## src/rtl/window_fetch_3x3.sv

```systemverilog
// window_fetch_3x3
// Walks a W x H image in raster order. For every centre pixel it reads the
// nine cells of the surrounding 3x3 neighbourhood from a padded pixel memory.
// It then presents the window on a valid/ready output.
// Neighbours that fall outside the image are delivered as zero. Their reads
// are still issued, but to a clamped in-range address.
//
// Ports
//   clk, rst                 rising-edge clock, synchronous active-high reset
//   start                    frame request, honoured only while idle
//   img_width, img_height    frame size, latched when start is accepted
//   busy, done               activity flag and one-cycle end-of-frame pulse
//   mem_we                   memory write enable, tied low
//   mem_cell_x, mem_cell_y   padded-memory read address
//   mem_rdata                read data, one cycle after the address
//   win_valid, win_ready     window handshake
//   win_data                 nine taps, tap k at [k*DATA_WIDTH +: DATA_WIDTH]
//   win_x, win_y, win_last   1-based centre coordinate and final-window flag
module window_fetch_3x3 #(
  parameter int DATA_WIDTH          = 8,
  parameter int MAX_IMAGE_SIZE      = 512,
  parameter int MAX_IMAGE_SIZE_LOG2 = 9
) (
  input  logic                           clk,
  input  logic                           rst,
  input  logic                           start,
  input  logic [MAX_IMAGE_SIZE_LOG2:0]   img_width,
  input  logic [MAX_IMAGE_SIZE_LOG2:0]   img_height,
  output logic                           busy,
  output logic                           done,
  output logic                           mem_we,
  output logic [MAX_IMAGE_SIZE_LOG2:0]   mem_cell_x,
  output logic [MAX_IMAGE_SIZE_LOG2:0]   mem_cell_y,
  input  logic [DATA_WIDTH-1:0]          mem_rdata,
  output logic                           win_valid,
  input  logic                           win_ready,
  output logic [9*DATA_WIDTH-1:0]        win_data,
  output logic [MAX_IMAGE_SIZE_LOG2:0]   win_x,
  output logic [MAX_IMAGE_SIZE_LOG2:0]   win_y,
  output logic                           win_last
);

  localparam int CW = MAX_IMAGE_SIZE_LOG2 + 1;
  localparam logic [CW-1:0] MAX_DIM = CW'(MAX_IMAGE_SIZE);
  localparam logic [CW-1:0] ONE     = CW'(1);

  typedef enum logic [1:0] {IDLE = 2'd0, FETCH = 2'd1, PRESENT = 2'd2, DONE = 2'd3} state_t;

  // Neighbour coordinate c + (d - 1), one bit wider so that W+1 is representable.
  function automatic logic [CW:0] offs(input logic [CW-1:0] c, input logic [1:0] d);
    return ({1'b0, c} + {{(CW-1){1'b0}}, d}) - {{CW{1'b0}}, 1'b1};
  endfunction

  // True when a neighbour coordinate lies in the zero padding ring.
  function automatic logic is_oob(input logic [CW:0] p, input logic [CW-1:0] lim);
    return (p == {(CW+1){1'b0}}) || (p > {1'b0, lim});
  endfunction

  // Pulls a padding coordinate back onto the nearest image row/column.
  function automatic logic [CW-1:0] clamp(input logic [CW:0] p, input logic [CW-1:0] lim);
    logic [CW-1:0] r;
    if (p == {(CW+1){1'b0}}) begin
      r = ONE;
    end else if (p > {1'b0, lim}) begin
      r = lim;
    end else begin
      r = p[CW-1:0];
    end
    return r;
  endfunction

  // Tap index to {dy index, dx index}, each index 0..2 meaning -1..+1.
  function automatic logic [3:0] tap_dxy(input logic [3:0] k);
    logic [3:0] r;
    case (k)
      4'd0:    r = {2'd0, 2'd0};
      4'd1:    r = {2'd0, 2'd1};
      4'd2:    r = {2'd0, 2'd2};
      4'd3:    r = {2'd1, 2'd0};
      4'd4:    r = {2'd1, 2'd1};
      4'd5:    r = {2'd1, 2'd2};
      4'd6:    r = {2'd2, 2'd0};
      4'd7:    r = {2'd2, 2'd1};
      4'd8:    r = {2'd2, 2'd2};
      default: r = {2'd1, 2'd1};
    endcase
    return r;
  endfunction

  state_t                  state_r, next_state_s;
  logic [3:0]              k_r;
  logic [CW-1:0]           w_r, h_r, cx_r, cy_r, mem_x_r, mem_y_r;
  logic [9*DATA_WIDTH-1:0] win_data_r;
  logic                    busy_r, done_r, win_valid_r, win_last_r;

  logic                    frame_ok_s, last_pix_s, hs_s, cap_mask_s;
  logic [CW-1:0]           adv_x_s, adv_y_s, iss_cx_s, iss_cy_s, iss_w_s, iss_h_s;
  logic [CW-1:0]           iss_addr_x_s, iss_addr_y_s;
  logic [3:0]              iss_k_s, iss_dxy_s, cap_k_s, cap_dxy_s;
  logic [DATA_WIDTH-1:0]   cap_data_s;

  // Address issue and data capture datapath. The next address to drive depends on
  // which centre the following fetch cycle belongs to: (1,1) on a new frame, the
  // advanced centre after a handshake, or the current centre mid-fetch.
  always_comb begin
    frame_ok_s = (img_width  != {CW{1'b0}}) && (img_width  <= MAX_DIM) &&
                 (img_height != {CW{1'b0}}) && (img_height <= MAX_DIM);
    hs_s       = (state_r == PRESENT) && win_valid_r && win_ready;
    last_pix_s = (cx_r == w_r) && (cy_r == h_r);
    if (cx_r == w_r) begin
      adv_x_s = ONE;
      adv_y_s = cy_r + ONE;
    end else begin
      adv_x_s = cx_r + ONE;
      adv_y_s = cy_r;
    end
    case (state_r)
      IDLE: begin
        iss_cx_s = ONE;     iss_cy_s = ONE;
        iss_w_s  = img_width; iss_h_s = img_height;
        iss_k_s  = 4'd0;
      end
      PRESENT: begin
        iss_cx_s = adv_x_s; iss_cy_s = adv_y_s;
        iss_w_s  = w_r;     iss_h_s  = h_r;
        iss_k_s  = 4'd0;
      end
      FETCH: begin
        iss_cx_s = cx_r;    iss_cy_s = cy_r;
        iss_w_s  = w_r;     iss_h_s  = h_r;
        iss_k_s  = k_r + 4'd1;
      end
      default: begin
        iss_cx_s = cx_r;    iss_cy_s = cy_r;
        iss_w_s  = w_r;     iss_h_s  = h_r;
        iss_k_s  = 4'd0;
      end
    endcase
    iss_dxy_s    = tap_dxy(iss_k_s);
    iss_addr_x_s = clamp(offs(iss_cx_s, iss_dxy_s[1:0]), iss_w_s);
    iss_addr_y_s = clamp(offs(iss_cy_s, iss_dxy_s[3:2]), iss_h_s);
    // Data returning now belongs to the tap addressed in the previous cycle.
    cap_k_s    = k_r - 4'd1;
    cap_dxy_s  = tap_dxy(cap_k_s);
    cap_mask_s = is_oob(offs(cx_r, cap_dxy_s[1:0]), w_r) ||
                 is_oob(offs(cy_r, cap_dxy_s[3:2]), h_r);
    if (cap_mask_s) begin
      cap_data_s = {DATA_WIDTH{1'b0}};
    end else begin
      cap_data_s = mem_rdata;
    end
  end

  // Next-state logic of the frame sequencer.
  always_comb begin
    next_state_s = state_r;
    case (state_r)
      IDLE: begin
        if (start) begin
          next_state_s = frame_ok_s ? FETCH : DONE;
        end else begin
          next_state_s = IDLE;
        end
      end
      FETCH: begin
        if (k_r == 4'd9) begin
          next_state_s = PRESENT;
        end else begin
          next_state_s = FETCH;
        end
      end
      PRESENT: begin
        if (hs_s) begin
          next_state_s = last_pix_s ? DONE : FETCH;
        end else begin
          next_state_s = PRESENT;
        end
      end
      DONE:    next_state_s = IDLE;
      default: next_state_s = IDLE;
    endcase
  end

  // State register.
  always_ff @(posedge clk) begin
    if (rst) begin
      state_r <= IDLE;
    end else begin
      state_r <= next_state_s;
    end
  end

  // Frame geometry, centre, tap counter, window and address registers.
  always_ff @(posedge clk) begin
    if (rst) begin
      busy_r      <= 1'b0;
      done_r      <= 1'b0;
      win_valid_r <= 1'b0;
      win_last_r  <= 1'b0;
      win_data_r  <= {(9*DATA_WIDTH){1'b0}};
      k_r         <= 4'd0;
      w_r         <= {CW{1'b0}};
      h_r         <= {CW{1'b0}};
      cx_r        <= {CW{1'b0}};
      cy_r        <= {CW{1'b0}};
      mem_x_r     <= {CW{1'b0}};
      mem_y_r     <= {CW{1'b0}};
    end else begin
      busy_r <= (next_state_s != IDLE);
      done_r <= (next_state_s == DONE);
      case (state_r)
        IDLE: begin
          if (start && frame_ok_s) begin
            w_r     <= img_width;
            h_r     <= img_height;
            cx_r    <= ONE;
            cy_r    <= ONE;
            k_r     <= 4'd0;
            mem_x_r <= iss_addr_x_s;
            mem_y_r <= iss_addr_y_s;
          end
        end
        FETCH: begin
          if (k_r != 4'd0) begin
            win_data_r[cap_k_s*DATA_WIDTH +: DATA_WIDTH] <= cap_data_s;
          end
          if (k_r < 4'd8) begin
            mem_x_r <= iss_addr_x_s;
            mem_y_r <= iss_addr_y_s;
          end
          if (k_r == 4'd9) begin
            k_r         <= 4'd0;
            win_valid_r <= 1'b1;
            win_last_r  <= last_pix_s;
          end else begin
            k_r <= k_r + 4'd1;
          end
        end
        PRESENT: begin
          if (hs_s) begin
            win_valid_r <= 1'b0;
            win_last_r  <= 1'b0;
            if (!last_pix_s) begin
              cx_r    <= adv_x_s;
              cy_r    <= adv_y_s;
              mem_x_r <= iss_addr_x_s;
              mem_y_r <= iss_addr_y_s;
            end
          end
        end
        DONE: begin
        end
        default: begin
        end
      endcase
    end
  end

  assign busy       = busy_r;
  assign done       = done_r;
  assign mem_we     = 1'b0;
  assign mem_cell_x = mem_x_r;
  assign mem_cell_y = mem_y_r;
  assign win_valid  = win_valid_r;
  assign win_data   = win_data_r;
  assign win_x      = cx_r;
  assign win_y      = cy_r;
  assign win_last   = win_last_r;

endmodule

```

## config.mk

```make
export PLATFORM = sky130hd
export DESIGN_NAME = window_fetch_3x3
export DESIGN_NICKNAME = d
export VERILOG_FILES = /design/src/rtl/window_fetch_3x3.sv
export SDC_FILE = /design/constraint.sdc
export NUM_CORES = 1
export LEC_CHECK = 0
export ABC_AREA = 1
export BUFFER_PORTS_ARGS = -buffer_cell sky130_fd_sc_hd__buf_2
export CAP_MARGIN = 20
export CORE_UTILIZATION = 40
export CTS_BUF_LIST = sky130_fd_sc_hd__clkbuf_4
export DETAILED_ROUTE_END_ITERATION = 8
export HOLD_SLACK_MARGIN = 0.03
export PLACE_DENSITY = 0.59
export SKIP_LAST_GASP = 1
export SLEW_MARGIN = 15
export SYNTH_ARGS = -nofsm -noshare
export SYNTH_HDL_FRONTEND = slang
export SYNTH_SLANG_ARGS = --single-unit
```

## constraint.sdc

```tcl
create_clock -name clk -period 5.7 [get_ports clk]
set_input_delay 1.14 -clock clk [delete_from_list [all_inputs] [get_ports clk]]
set_output_delay 1.14 -clock clk [all_outputs]
set_load 0.01 [all_outputs]
```

Yosys cells after proc, flatten, opt, wreduce, memory -nomap -nowiden
Memory sizes are Yosys's and may differ from the RTL's.
Cells that the tools add are included.
{"block": "op_classes", "add_sub_neg": 13, "n_lt_le_gt_ge": 7, "eq_ne": 12, "shift": 2, "muxes": 44, "n_reduce_logical": 29}
{"op": "10-bit two-way mux", "count": 21}
{"op": "10-bit case mux with 2 select lines", "count": 4}
{"op": "72-bit bitwise mux", "count": 1}
{"op": "8-bit by 34-bit variable shift with 72-bit output (first input constant)", "count": 1}
{"op": "8-bit by 34-bit indexed part select with 72-bit output", "count": 1}
{"op": "10-bit case mux with 3 select lines", "count": 2}
{"op": "10-bit by 2-bit adder with 11-bit output", "count": 4}
{"op": "11-bit by 10-bit > comparator with 1-bit output", "count": 4}
{"op": "11-bit zero test", "count": 4}
{"op": "11-bit by 1-bit subtractor with 11-bit output (second input constant)", "count": 4}
{"op": "7-bit negation with 34-bit output", "count": 1}
{"op": "10-bit by 1-bit adder with 10-bit output (second input constant)", "count": 2}
{"op": "10-bit equality test", "count": 2}
{"op": "10-bit <= comparator (second input constant)", "count": 2}
{"op": "10-bit nonzero test", "count": 2}
{"op": "4-bit two-way mux", "count": 3}
{"op": "2-bit two-way mux", "count": 5}
{"op": "2-bit != test (second input constant)", "count": 5}
{"op": "8-bit two-way mux", "count": 1}
{"op": "2-bit case mux with 4 select lines", "count": 1}
{"op": "4-bit case mux with 2 select lines", "count": 1}
{"op": "2-bit nonzero test", "count": 4}
{"op": "1-bit logical AND", "count": 7}
{"op": "2-bit equality test (second input constant)", "count": 3}
{"op": "other kinds (15)", "count": 22}
{"block": "word_totals", "register_bits": 142, "romBits": 128, "out_inout_bits": 117, "wordCells": 122, "memories": 2}
{"name": "(no name shown)", "words": 16, "width": 4, "read_ports": 1, "rd_clocked_by_memory_dff": 0, "write_ports": 0, "line": "75", "rtl": "case (k)"}
{"name": "(no name shown)", "words": 16, "width": 4, "read_ports": 1, "rd_clocked_by_memory_dff": 0, "write_ports": 0, "line": "75"}

Depth between registers and ports, before layout
Gate-level depths: netlist of run 1.
{"block": "logic_depth", "ltp_word": 11, "ltp_mapped": 37, "depth_no_buf": 36}

Worst setup path after synthesis of run 1
Ideal clock, no wire load.
{"block": "synth_timing", "path_type": "register -> register", "start": "reg k_r[0]", "end": "reg mem_y_r[0] (netlist: mem_cell_y[0])", "setup_time_ps": 120, "arrival_time_ps": 4863, "required_ps": 5580, "slack_ps": 718, "path_stages_with_launch": 31, "n_path_buf": 2, "synth_period_minus_slack_ps": 4982, "cell_sequence": "dfxtp_1 inv_2 clkbuf_1 ha_1 inv_1 nor2_1 inv_1 ha_1 nand3_1 inv_1 a31oi_1 o31ai_1 ha_1 inv_1 ha_1 inv_1 fa_1 inv_1 nand4_1 nand3_1 nand2_1 nand2_1 inv_1 ha_1 nand2_1 or4_1 nand2_1 nand3_1 buf_2 a21oi_1 a21oi_1"}
{"block": "synth_via", "elab_chain_len": 11, "elab_cells_between_ends": 17}
{"element": "from (decl)", "line": "91", "rtl": "logic [3:0] k_r;"}
{"element": "from (signal assigned)", "line": "236", "rtl": "k_r <= k_r + 4'd1;"}
{"element": "4-bit by 1-bit adder with 4-bit output", "line": "131", "rtl": "iss_k_s = k_r + 4'd1;"}
{"element": "4-bit two-way mux", "line": "117", "rtl": "case (state_r)"}
{"element": "memory 16 x 4 bit"}
{"element": "10-bit by 2-bit adder with 11-bit output", "line": "51", "rtl": "return ({1'b0, c} + {{(CW-1){1'b0}}, d}) - {{CW{1'b0}}, 1'b1};"}
{"element": "11-bit by 1-bit subtractor with 11-bit output", "line": "51"}
{"element": "11-bit by 10-bit > comparator with 1-bit output", "line": "64", "rtl": "end else if (p > {1'b0, lim}) begin"}
{"element": "10-bit two-way mux", "line": "64"}
{"element": "10-bit two-way mux", "line": "62", "rtl": "if (p == {(CW+1){1'b0}}) begin"}
{"element": "10-bit two-way mux", "line": "243", "rtl": "if (!last_pix_s) begin"}
{"element": "10-bit two-way mux", "line": "240", "rtl": "if (hs_s) begin"}
{"element": "10-bit case mux with 3 select lines", "line": "211", "rtl": "case (state_r)"}
{"element": "to (signal assigned)", "line": "207", "rtl": "mem_y_r <= {CW{1'b0}};"}
{"element": "to (signal assigned)", "line": "220", "rtl": "mem_y_r <= iss_addr_y_s;"}
{"element": "to (signal assigned)", "line": "247", "rtl": "mem_y_r <= iss_addr_y_s;"}
{"element": "to (decl)", "line": "92", "rtl": "logic [CW-1:0] w_r, h_r, cx_r, cy_r, mem_x_r, mem_y_r;"}
Several ways; a longest one is shown, not always the timed one. The select of a mux whose other input is x is not followed.
A chain may end at the register's enable or synchronous reset.

Worst setup path after layout of run 1
{"block": "layout_timing", "start": "reg k_r[1]", "end": "reg mem_y_r[0] (netlist: mem_cell_y[0])"}
The elaborated chain is that of the path after synthesis.

==> qor.txt, run 1 <==
Post-synth cell types: 49
Tightest Pin Transition: 0.841 ns
Layout cells sized above 1: 15.1%
Max stage delay cell, worst path: dfxtp_1
Die Wd: 164 um
GR Overflow Total: 0
Clock buffer depth: 2
Seq/Total Area, Yosys: 27.0%
Reg-to-Reg Start: k_r[1]
Hold path depth: 2
Yosys top cell by area: dfxtp_1
Power consumption: 4.26 mW
YS warnings: 0
Synth top area cells: dfxtp_1 27%, ha_1 13%, nand2_1 12%, o21ai_0 7.7%, inv_1 7.6%
Filler cell count: 2,774
Worst-path clk slew: 0.14 ns
Ys flop type: dfxtp_1
Dpl hpwl: 24.8 mm
Gate Count Post-Synth: 1,586
Multi-input logic area: 6580 um^2
Worst IR Drop VDD: 0.145 mV
Number of synthesized register bits: 142
CP Class: flop to flop
Clock sink count: 142
Total track usage: 24.1%
Worst slew margin: 43.8%
CTS Root Cell: clkbuf_4
RR Endpoint: mem_cell_y[0]
Finished Layout Cells: 2,073
Post-Syn Area: 10,500 um^2
First-pass DRT Iterations: 5
Min-delay worst type: flop to flop
Core area: 25,900 um^2
Fmax: 192 MHz
CTS tree: yes
Hold Crit Endpoint: mem_cell_x[8]
Worst-skew pair later-pin latency: 0.59 ns
Mapped Avg Cell Area: 6.64 um^2
DR vias: 10,545
Register area: 2840 um^2
Post-Route WL: 31.6 mm
Vias in the first global route: 9,956
First-pass GRT wire length: 51.1 mm
Post-synth EDFFs: 0
CP max FO: 11
Hold Crit Start: mem_cell_x[8]
RSZ-0062 raised after global routing: true
Period Utilization, post-route: 91.5%
Crit path required time: 6.21 ns
Final hold violation count: 0
Clk_skew: 0.0474 ns
Power per cell area: 359 nW/um^2
Starting Density: 40.6%
Worst path arrival time: 5.72 ns
Nature of the critical path endpoint: flop
Final GP Congestion: 0.881
Setup Viol. Count Final: 0
Vias/cell: 5.09
Crit path buf inv count: 7
Crit path launch type: flop
Share of flip-flops with an asynchronous set or reset: 0%
Final ANT Viol Nets: 0
Leak: 6.03 nW
I/O Buffers: 147
Largest net degree at the start of global routing: 70
Family with the most delay on the worst path: simple AND/OR/NAND/NOR gates
Status: completed
Crit path time final: 5.21 ns
Top cell by count, worst path: inv_1
Final net count: 1,871
DIE HEIGHT: 164 um
Post-synth top area share: 27.0%
Max Slew Vio Count: 0
# placed instances: 2,039
Setup slack, reg-to-reg: 0.49 ns
Die Area: 27,000 um^2
Reg2reg path depth: 28
Hold Buf Count CTS: 0
Synth-to-layout area growth: 12.7%
Largest stage delay on the critical path: 0.47 ns
Post-synth net total: 1,733
# rows: 59
Inserted Clock Buffers: 17
Max-cap viol count: 0
Remaining DRCs: 0
1st-iter DRT viols: 588
WL per Instance: 15.2 um
H-tree depth: 4
I/O pin cnt: 149
Initial antenna violation count: 1
[flip-flops by register name (all words and copies together), names as in the netlist]
name and count:
h_r 10, win_x 10, mem_cell_y 10, state_r 2, win_y 10, done 1, w_r 10, k_r 4
busy 1, win_data 72, win_last 1, mem_cell_x 10, win_valid 1
[worst max path at each step]
stage / startpoint / end / depth (start not counted)
finish: k_r[1] / mem_cell_y[0] / 28
global route: k_r[1] / mem_cell_y[0] / 28
CTS: k_r[1] / win_data[60] / 33
detailed placement: k_r[1] / win_data[60] / 33
global placement: k_r[1] / win_data[47] / 33
floorplan: k_r[0] / mem_cell_y[0] / 30
[worst register-to-register path, delay by kind of cell (launching register included)]
family / cells / cell delay (ns)
compound gates: 3 / 0.43
xor+xnor: 1 / 0.24
fa+ha+maj: 6 / 1.54
buf+inv: 7 / 0.63
flops: 1 / 0.47
simple gates: 11 / 1.87
[final cells by class]
type | instances | area share (%)
antenna | 1 | 0.0211
multi-input combinational | 1170 | 55.5
timing repair buffer | 164 | 7.38
inverter | 229 | 7.31
clock buffer | 17 | 1.08
clock inverter | 15 | 1.25
sequential | 142 | 24.0
tap | 335 | 3.53
[what timing repair did]
| item | CTS | global route |
|---|---|---|
| buffers inserted | 0 | 0 |
| resized for setup | 0 | 2 |
| endpoints found under the setup margin | 0 | 82 |
| hold endpoints to repair | 0 | 0 |
[power by group]
part,total [mW],leakage [nW],internal [mW],switching (mW)
Combinational,2.42,4.73,0.866,1.55
Sequential,1.16,1.15,1.08,0.0813
Clock,0.678,0.140,0.230,0.449
Total,4.26,6.03,2.17,2.08
[cell usage in the layout (no fill, tap or decap), types with 4 or more instances in the layout]
master,instances
nand2_1,347
inv_1,213
o21ai_0,161
nor2_1,156
buf_2,147
dfxtp_1,142
a21oi_1,139
ha_1,111
nand3_1,81
nand4_1,56
xor2_1,17
clkbuf_4,17
buf_4,16
inv_2,12
nor3_1,12
nor2_2,11
nand3b_1,10
or2_2,6
nand3_2,6
inv_6,6
nand2_2,5
a31oi_1,5
xnor2_1,4
o21ai_1,4
a21oi_2,4
fa_1,4
clkinvlp_4,4
[kinds of logic (layout without fill, tap and decap cells)]
group                    count (synthesis)  after routing  share of synthesized area, %
AO/OA/AOI/OAI                          326            326                          16.3
buffers and inverters                  274            425                          10.6
flip-flops                             142            142                          27.0
XOR/XNOR                                22             22                          2.01
other                                    1              2                        0.0356
adder cells (fa/ha/maj)                115            115                          13.9
AND/OR/NAND/NOR                        706            706                          30.2
[layer usage]
metal | vias up | GRT usage [%] | part of all wire, % | wire length, um
met2 | 264 | 39.7 | 46 | 14700
li1 | 5485 | - | - | -
met1 | 4747 | 31.0 | 45 | 14300
met3 | 49 | 5.28 | 6.1 | 1920
met4 | 0 | 7.95 | 2.3 | 719
met5 | - | 0 | 0 | 0
[cell usage after synthesis, types with 2 or more instances]
| master | count |
|---|---|
| a21o_1 | 2 |
| a21oi_1 | 139 |
| a21oi_2 | 4 |
| a31oi_1 | 5 |
| buf_2 | 7 |
| buf_4 | 5 |
| buf_6 | 7 |
| clkbuf_1 | 26 |
| dfxtp_1 | 142 |
| fa_1 | 4 |
| ha_1 | 111 |
| inv_1 | 214 |
| inv_2 | 11 |
| inv_4 | 3 |
| nand2_1 | 347 |
| nand2_2 | 5 |
| nand2_4 | 2 |
| nand3_1 | 82 |
| nand3_2 | 5 |
| nand3b_1 | 10 |
| nand4_1 | 56 |
| nand4_4 | 2 |
| nor2_1 | 156 |
| nor2_2 | 12 |
| nor2_4 | 2 |
| nor3_1 | 12 |
| nor3_4 | 2 |
| o21ai_0 | 161 |
| o21ai_1 | 4 |
| o21ai_2 | 3 |
| o21bai_1 | 3 |
| or2_2 | 6 |
| xnor2_1 | 4 |
| xor2_1 | 17 |
[metrics by stage]
stage / util, % / TNS (ns) / hold WS (ns) / worst slack (ns) / cell area (um^2)
floorplan: - / 0 / 0.439 / 0.718 / 10500
global placement: 44.6 / 0 / 0.450 / 0.426 / 11600
detailed placement: 44.6 / 0 / 0.455 / 0.376 / 11600
CTS: 45.7 / 0 / 0.475 / 0.339 / 11800
global route: 45.8 / -0.0522 / 0.498 / -0.0522 / 11900
finish: 45.8 / 0 / 0.469 / 0.487 / 11900
No activity file was read; power rests on OpenSTA's default activity.
==> inputs of run 2 (changes only) <==
--- a/config.mk
+++ b/config.mk
@@ -12,6 +12,7 @@
 export CTS_BUF_LIST = sky130_fd_sc_hd__clkbuf_4
 export DETAILED_ROUTE_END_ITERATION = 8
 export HOLD_SLACK_MARGIN = 0.03
+export MAX_ROUTING_LAYER = met4
 export PLACE_DENSITY = 0.59
 export SKIP_LAST_GASP = 1
 export SLEW_MARGIN = 15
==> run 2 against run 1 <==
Effect of this change: critical path type unchanged; worst hold slack gained 0.0076 ns; first-iteration DRC count grew 12%; via count shrank 0.32%; sequential power is essentially flat; cell count is essentially flat; highest routed layer unchanged; global-route usage grew 0.64 points; non-clock buffer count shrank 1; clock power grew 7.4%; setup slack gained 0.023 ns; sequential share of layout area shrank 0.053 points; count of clock-buffer cells in the layout is the same; fmax grew 0.45%.
==> qor.txt, run 2 (synthesis gave the netlist of run 1 again) <==
Inserted Clock Buffers: 17
I/O pin cnt: 149
I/O Buffers: 147
Starting Density: 40.6%
CTS tree: yes
TNS Setup: 0 ns
Filler cell count: 2,763
Dpl ws: 0.382 ns
Period Utilization, post-route: 91.0%
H-tree depth: 4
Status: completed
Crit path required time: 6.19 ns
RSZ-0062 raised after global routing: false
Tightest Pin Transition: 0.859 ns
Initial antenna violation count: 1
Core area: 25,900 um^2
Leak: 6.05 nW
Min-delay worst type: flop to flop
Nature of the critical path endpoint: flop
Max-cap viol count: 0
Crit path time final: 5.19 ns
Post_cts resized: 0
Setup ws final: 0.511 ns
Final net count: 1,870
Max Slew Vio Count: 0
Synth-to-layout area growth: 12.9%
Fin area: 11,900 um^2
Die Wd: 164 um
GR Overflow Total: 0
Max stage delay cell, worst path: dfxtp_1
Total track usage: 24.7%
Worst slew margin: 42.7%
Remaining DRCs: 0
Largest net degree at the start of global routing: 75
Final ANT Viol Nets: 0
Largest stage delay on the critical path: 0.48 ns
Final GP Congestion: 0.908
Final hold violation count: 0
Power consumption: 4.29 mW
Vias in the first global route: 9,994
Power per cell area: 361 nW/um^2
CP Class: flop to flop
Layout cells sized above 1: 15.1%
Commonest non-fill, non-tap cell in the layout: nand2_1
Post-placement cell area: 11,600 um^2
Worst-skew pair later-pin latency: 0.58 ns
Worst-path clk slew: 0.16 ns
Max FFs per register: 72
Vias/cell: 5.07
Worst IR Drop VDD: 0.134 mV
Worst path arrival time: 5.68 ns
Hold WS: 0.477 ns
# placed instances: 2,039
Die Area: 27,000 um^2
CTS Root Cell: clkbuf_4
Utilization after layout: 45.9%
First-pass DRT Iterations: 5
Dpl hpwl: 24.8 mm
Fmax: 193 MHz
Clock sink count: 142
Clk_skew: 0.0451 ns
WL per Instance: 15.1 um
Most frequent cells in the layout: 347 x nand2_1, 213 x inv_1, 161 x o21ai_0, 155 x nor2_1, 147 x buf_2
1st-iter DRT viols: 656
Hold Buf Count CTS: 0
# rows: 59
Top cell by count, worst path: nand2_1
Setup slack, reg-to-reg: 0.51 ns
Finished Layout Cells: 2,074
Clock buffer depth: 2
Setup Viol. Count Final: 0
Crit path launch type: flop
Post-Route WL: 31.4 mm
DR vias: 10,511
CP max FO: 16
Post-CTS Setup Repair Bufs: 0
First-pass GRT wire length: 51.2 mm
DIE HEIGHT: 164 um
## run 2: changes by cell type in the layout (fill, tap and decap cells not counted), moves of 2 or more
cell and delta:
inv_8 +3, clkinvlp_4 -4, clkinv_8 +3, diode_2 +2
## run 2: path summary, 6_finish.rpt
check | depth (start not counted) | start | to
hold reg to reg | 2 | mem_cell_x[1] | mem_cell_x[1]
setup reg to reg | 33 | k_r[1] | win_data[37]
hold / removal | 2 | mem_cell_x[1] | mem_cell_x[1]
setup / recovery | 33 | k_r[1] | win_data[37]
## run 2: routing by layer
metal | vias to the layer above | GRT usage (%) | part of all wire, %
met2 | 249 | 40.6 | 47
li1 | 5489 | - | -
met4 | 0 | 6.40 | 1.6
met1 | 4740 | 31.4 | 47
met5 | - | - | 0
met3 | 33 | 4.09 | 5.2
## run 2: layout make-up
type	instances	area, um^2	share of cell area [%]
clock inverters	15	188	1.58
flip-flops and latches	142	2840	23.9
repair buffers	163	856	7.20
well taps	335	419	3.52
clock buffers	17	128	1.07
diodes	3	7.51	0.0631
inverters	229	867	7.29
multi-input cells	1170	6590	55.4
## run 2: where the power goes
group          internal, mW  switching (mW)  leakage (nW)
logic                 0.863            1.54          4.72
clock network         0.250           0.478         0.170
registers              1.08          0.0799          1.15
## run 2: critical path, delay by kind of cell (launching register included)
family	cells	cell delay, ns
DFF	1	0.48
AOI/OAI and AO/OA	3	0.48
and+or+nand+nor	16	1.75
adders and majority gates	6	1.58
buffers and inverters	8	0.80
